<file path="src/rtl/pipe_control.sv">
// Hazard and exception control for a five-stage Y86-style pipeline.
// Produces per-register write enables and bubble requests, and counts stall and bubble events.
module pipe_control #(
    parameter int CNT_W = 16
) (
    input  logic             clock,
    input  logic             reset,
    input  logic [3:0]       D_icode,
    input  logic [3:0]       E_icode,
    input  logic [3:0]       M_icode,
    input  logic [3:0]       d_srcA,
    input  logic [3:0]       d_srcB,
    input  logic [3:0]       E_dstM,
    input  logic             e_Cnd,
    input  logic [2:0]       m_stat,
    input  logic [2:0]       W_stat,
    output logic             F_we,
    output logic             D_we,
    output logic             E_we,
    output logic             M_we,
    output logic             W_we,
    output logic             D_rst,
    output logic             E_rst,
    output logic             M_rst,
    output logic             halted,
    output logic [CNT_W-1:0] stall_cnt,
    output logic [CNT_W-1:0] bubble_cnt
);

    localparam logic [0:0] ST_RUN    = 1'b0;
    localparam logic [0:0] ST_HALTED = 1'b1;

    localparam logic [3:0] I_MRMOVL = 4'h5;
    localparam logic [3:0] I_POPL   = 4'hB;
    localparam logic [3:0] I_JXX    = 4'h7;
    localparam logic [3:0] I_RET    = 4'h9;
    localparam logic [3:0] R_NONE   = 4'hF;
    localparam logic [2:0] S_AOK    = 3'd1;

    localparam logic [CNT_W-1:0] CNT_MAX = '1;

    logic [0:0]       state_q, state_d;
    logic [CNT_W-1:0] stall_cnt_q, stall_cnt_d;
    logic [CNT_W-1:0] bubble_cnt_q, bubble_cnt_d;

    logic load_use, ret_pend, mispredict, exc_m, exc_w, run;
    logic stall_evt, bubble_evt;

    always_comb begin
        load_use   = ((E_icode == I_MRMOVL) || (E_icode == I_POPL)) &&
                     (E_dstM != R_NONE) &&
                     ((E_dstM == d_srcA) || (E_dstM == d_srcB));
        ret_pend   = (D_icode == I_RET) || (E_icode == I_RET) || (M_icode == I_RET);
        mispredict = (E_icode == I_JXX) && !e_Cnd;
        exc_m      = (m_stat != S_AOK);
        exc_w      = (W_stat != S_AOK);
        run        = (state_q == ST_RUN);
    end

    // A bubble is masked whenever the same register is stalled, so we=0 and rst=1 never coexist.
    always_comb begin
        F_we  = 1'b0;
        D_we  = 1'b0;
        E_we  = 1'b0;
        M_we  = 1'b0;
        W_we  = 1'b0;
        D_rst = 1'b0;
        E_rst = 1'b0;
        M_rst = 1'b0;
        if (run) begin
            F_we  = !(load_use || ret_pend);
            D_we  = !load_use;
            E_we  = 1'b1;
            M_we  = 1'b1;
            W_we  = !exc_w;
            D_rst = (mispredict || ret_pend) && D_we;
            E_rst = (mispredict || load_use) && E_we;
            M_rst = (exc_m || exc_w) && M_we;
        end
    end

    always_comb begin
        stall_evt    = run && (!F_we || !D_we);
        bubble_evt   = run && (D_rst || E_rst || M_rst);
        state_d      = state_q;
        stall_cnt_d  = stall_cnt_q;
        bubble_cnt_d = bubble_cnt_q;
        if (run && exc_w) begin
            state_d = ST_HALTED;
        end
        if (stall_evt && (stall_cnt_q != CNT_MAX)) begin
            stall_cnt_d = stall_cnt_q + CNT_W'(1);
        end
        if (bubble_evt && (bubble_cnt_q != CNT_MAX)) begin
            bubble_cnt_d = bubble_cnt_q + CNT_W'(1);
        end
    end

    always_ff @(posedge clock or posedge reset) begin
        if (reset) begin
            state_q      <= ST_RUN;
            stall_cnt_q  <= '0;
            bubble_cnt_q <= '0;
        end else begin
            state_q      <= state_d;
            stall_cnt_q  <= stall_cnt_d;
            bubble_cnt_q <= bubble_cnt_d;
        end
    end

    assign halted     = (state_q == ST_HALTED);
    assign stall_cnt  = stall_cnt_q;
    assign bubble_cnt = bubble_cnt_q;

endmodule
</file>
<file path="config.mk">
export PLATFORM = sky130hd
export DESIGN_NAME = pipe_control
export DESIGN_NICKNAME = d
export VERILOG_FILES = /design/src/rtl/pipe_control.sv
export SDC_FILE = /design/constraint.sdc
export NUM_CORES = 1
export LEC_CHECK = 0
export ABC_CLOCK_PERIOD_IN_PS = 2800
export BUFFER_PORTS_ARGS = -buffer_cell sky130_fd_sc_hd__clkbuf_2
export CORE_MARGIN = 1.5
export CORE_UTILIZATION = 30
export DETAILED_ROUTE_END_ITERATION = 10
export PLACE_DENSITY_LB_ADDON = 0.12
export SLEW_MARGIN = 25
export SYNTH_ARGS = -nofsm -noshare
export SYNTH_HDL_FRONTEND = slang
export SYNTH_SLANG_ARGS = --single-unit
</file>
<file path="constraint.sdc">
create_clock -name clock -period 2.8 [get_ports clock]
set_clock_uncertainty 0.1 [all_clocks]
set_input_delay 0.28 -clock clock [delete_from_list [all_inputs] [get_ports clock]]
set_output_delay 0.28 -clock clock [all_outputs]
set_load 0.01 [all_outputs]
</file>
Word-level counts from Yosys, hierarchy flattened
Cells that the tools add are included.
{"block": "totals", "in_bits": 33, "out_inout_bits": 41, "regBits": 33}
{"block": "classes", "n_addsub": 2, "n_eq_ne": 13, "bitwise": 1, "mux": 7, "n_reduce_logical": 26}
{"cell": "$add A16 B1 Y16 const B", "n": 2}
{"cell": "$ne A16 B16 Y1 const B", "n": 2}
{"cell": "$eq A4 B4 Y1 const B", "n": 4}
{"cell": "$logic_or A1 B1 Y1", "n": 11}
{"cell": "$logic_and A1 B1 Y1", "n": 9}
{"cell": "$eq A4 B3 Y1 const B", "n": 2}
{"cell": "$eq A4 B4 Y1", "n": 2}
{"cell": "$mux W1", "n": 7}
{"cell": "$logic_not A1 Y1", "n": 6}
{"cell": "$ne A3 B1 Y1 const B", "n": 2}
{"cell": "$ne A4 B4 Y1 const B", "n": 1}
{"cell": "$not A1 Y1", "n": 1}

Logic depth before layout (Yosys ltp)
{"block": "depth", "word_depth": 11, "mapped_depth": 8}

Least setup slack after synthesis
OpenSTA, ideal clock, no wires.
{"block": "synth_timing", "kind": "reg2reg", "start": "register stall_cnt_q[0], in the netlist stall_cnt[0]", "end": "register stall_cnt_q[3], in the netlist stall_cnt[3]", "path_slack_ns": 0.682, "arrival_ns": 1.891, "path_stages_with_launch": 9, "path_cell_list": "dfrtp_1 ha_1 and3_1 clkbuf_2 and4_1 nand3_1 o211a_1 nand4_1 xnor2_1"}
{"block": "synth_between", "elab_chain_cells": 2}
{"element": "from (decl)", "line": "43", "source": "logic [CNT_W-1:0] stall_cnt_q, stall_cnt_d;"}
{"element": "from (signal assigned)", "line": "106", "source": "stall_cnt_q <= stall_cnt_d;"}
{"element": "parallel branches: the longest is 2 deep, another holds $add A16 B1 Y16"}
Parallel ways; which one is timed is not known.
A chain may end at the register's enable or synchronous reset.

Worst setup path in the final report
{"block": "layout_timing", "start": "register stall_cnt_q[0], in the netlist stall_cnt[0]", "end": "register stall_cnt_q[6], in the netlist stall_cnt[6]"}
Same word-level chain as after synthesis.

==> impl_metrics.toml <==
[detailed_routing]
post_drt_via_cell_ratio = 4.86
detailroute.via_count = 1649
wire_per_inst_um = 13.4
dr.pass1.iters = 4
postRouteAntennaNets = 0
totalWireLength_um = 4530
drc_errors = 0
drt_first_iter_violations = 30

[yosys]
synthMuxAreaShare_pct = 1.94
yosysUniqueCellTypes = 40
yosysSeqAreaShare_pct = 42.7
post_synth_xor_area_fraction_pct = 15.8
synth.largest_area_cell = "sky130_fd_sc_hd__dfrtp_1"
synth-seq-cells = 33
ys.warnings.count = 0
async_s_r_ff_share_synth_pct = 100
synth_fa_ha_area_share_pct = 1.29
mapped_cell_area_mm2 = 0.00193
synth_compound_area_share_pct = 5.50
netlist.area_leader.share_pct = 42.7
synth_top_family_by_area = "simple AND/OR/NAND/NOR gates"
ys.flop_type = "sky130_fd_sc_hd__dfrtp_1"
synth_area_leaders = "sky130_fd_sc_hd__dfrtp_1 (43%), sky130_fd_sc_hd__xor2_1 (12%), sky130_fd_sc_hd__xnor2_1 (4.1%)"
syn-num-nets = 216
synth_cells = 181
number_of_synthesized_flops_with_an_enable_pin = 0
synthSimpleGateAreaFrac_pct = 30.5
mean_instance_size_in_the_synthesized_netlist_um2 = 10.7

[floorplanning]
io_pins = 74
core.rowCount = 29
die-width_um = 83.3
die_height_um = 83.3
die_area_mm2 = 0.00694
core_area_mm2 = 0.00628
start_util_pct = 30.8

[timing]
timing.fmax_mhz = 431
fin_tns_setup_ps = 0
timing.final.setup_violations = 0
finalHoldViolations = 0
timing.slew.headroom_pct = 56.3
final.min_clock_period_ps = 2320
layout_worst_path_cycle_share_pct = 82.8
max_slew_vio_count = 0
final_worst_path_setup_slack_ps = 482
rsz0062_at_grt = "false"
fin_worst_hold_slack_ps = 270
timing_worst_slew_pin_value_ps = 654

[cells_and_area]
mostFrequentLayoutCell = "sky130_fd_sc_hd__clkbuf_2"
final_core_util_pct = 39.5
final_layout_size_suffix_gt1_share_pct = 38.9
antenna-diode-count = 0
layout_overhead_on_the_synthesized_area_pct = 28.2
filler_cells = 651
final_net_count = 296
layout_common_cells = "sky130_fd_sc_hd__clkbuf_2 (73), sky130_fd_sc_hd__dfrtp_1 (33), sky130_fd_sc_hd__xor2_1 (26)"

[worst_setup_path]
path_buf_inv = 0
timing.critical_path.fanout_max = 8
critical_path_arrival_ps = 2390
worst-endpoint-required_ps = 2870
critical-path-max-stage-delay_ps = 440
critical_path.cell_chain = "ha_1 > and3_1 > and4_1 > nand3_1 > o211a_1 > nand4_1 > xnor2_1"
path_class = "flop to flop"
critPathLaunchType = "flop"
critical_path.slowest_cell = "sky130_fd_sc_hd__dfrtp_1"
crit_family = "simple AND/OR/NAND/NOR gates"
crit_path_end_kind = "flop"

[clocking]
cts.reportedPaths.clkPinSlew_ps = 70
cts_tree = "built"
post_cts.repair.setup_buffers = 0
numCtsBuffers = 5
max-clock-path-buffers = 2
htreeDepth = 2
ctsRootBufferMaster = "sky130_fd_sc_hd__clkbuf_8"
cts_num_sinks = 33
clk_latency_ps = 280

[grt]
grt_start_max_net_pins = 18
grt_pass1_vias = 1573
antenna_found_initial = 0
grt_first_pass_wirelength_um = 7820
grt.overflow.total = 0
gr-usage-all-layers_pct = 13.9

[hold_path]
min-delay-path-class = "primary input to flop"

[place]
dp_worst_setup_slack_ps = 499
routability_cong = 0.790
detailed_place_hpwl_um = 3530
io_buffers = 73

[power]
irDropWorstVdd_v = 0.000164
power.leakage_nw = 1.31
power_density_mw_per_mm2 = 359

[outcome]
run_status = "finished clean"

[run]
cap_viol_max_count = 0
==> path summary, 6_finish.rpt <==
| check | start | end | slack [ps] | cells after the start |
|---|---|---|---|---|
| setup / recovery | stall_cnt[0] | stall_cnt[6] | 480 | 7 |
| hold / removal | W_stat[2] | halted | 270 | 3 |
| setup reg to reg | stall_cnt[0] | stall_cnt[6] | 480 | 7 |
| hold reg to reg | bubble_cnt[6] | bubble_cnt[6] | 390 | 1 |
| max in group asynchronous | reset | stall_cnt[1] | 1410 | 4 |
| min in group asynchronous | reset | bubble_cnt[5] | 510 | 3 |
==> repair_timing <==
action                                 CTS  global route
endpoints found under the hold margin   16             0
hold buffers                             1             0
gates resized for setup                  0             0
==> cell usage after synthesis, drive strengths merged, types with 3 or more instances <==
master	number
xnor2	9
nor4bb	4
xor2	26
nor2	7
nand3	10
and3	5
nand2b	3
dfrtp	33
nand4	11
o21ai	3
nand2	18
nor3	12
and4	4
nor3b	4
a21oi	3
nor4	6
mux2	3
inv	5
==> per-stage QoR <==
step           cells  power [mW]  cell area (µm²)
2_1_floorplan    181       0.518             1930
3_3_place_gp     330       0.553             2390
3_5_place_dp     330       0.553             2390
4_1_cts          339       0.906             2480
5_1_grt          339       0.939             2480
6_report         339       0.891             2480
==> power breakdown <==
group | total, mW | switching [mW] | internal, mW | leakage [nW]
logic | 0.0677 | 0.0364 | 0.0313 | 0.812
registers | 0.477 | 0 | 0.477 | 0.451
clock network | 0.347 | 0.175 | 0.172 | 0.0450
total | 0.891 | 0.211 | 0.680 | 1.31
==> kinds of logic (layout without fill, tap and decap cells) <==
family | count (synthesis) | in the layout
compound gates | 12 | 12
xor+xnor | 35 | 35
fa+ha+maj | 2 | 2
buf+inv | 8 | 89
flops | 33 | 33
mux | 3 | 3
simple gates | 88 | 88
==> routing by layer <==
| metal | GRT usage (%) | vias up | share of wire, % | wire, µm |
|---|---|---|---|---|
| met4 | 5.00 | 0 | 1.5 | 67 |
| met1 | 19.4 | 771 | 49 | 2200 |
| li1 | - | 807 | - | - |
| met2 | 20.3 | 65 | 42 | 1900 |
| met5 | 0 | - | 0 | 0 |
| met3 | 4.17 | 6 | 7.9 | 359 |
==> flip-flops by register name, indices dropped and copies added (netlist names) <==
register / cells
bubble_cnt: 16
stall_cnt: 16
halted: 1
==> layout make-up <==
type | count | area [µm²] | area share, %
clock inverter | 2 | 10.0 | 0.404
inverter | 5 | 18.8 | 0.757
multi-input combinational | 140 | 1070 | 43.0
clock buffer | 6 | 72.6 | 2.93
timing repair buffer | 76 | 390 | 15.7
tap | 77 | 96.3 | 3.88
sequential | 33 | 826 | 33.3
==> worst register-to-register path, delay by kind of cell (launching register included) <==
kind	cells	cell delay (ps)
AOI/OAI and AO/OA	1	350
and+or+nand+nor	4	920
xor gates and xnor gates	1	150
DFF	1	440
adders and majority gates	1	260
Note: power is estimated with default switching activity, not from simulation.
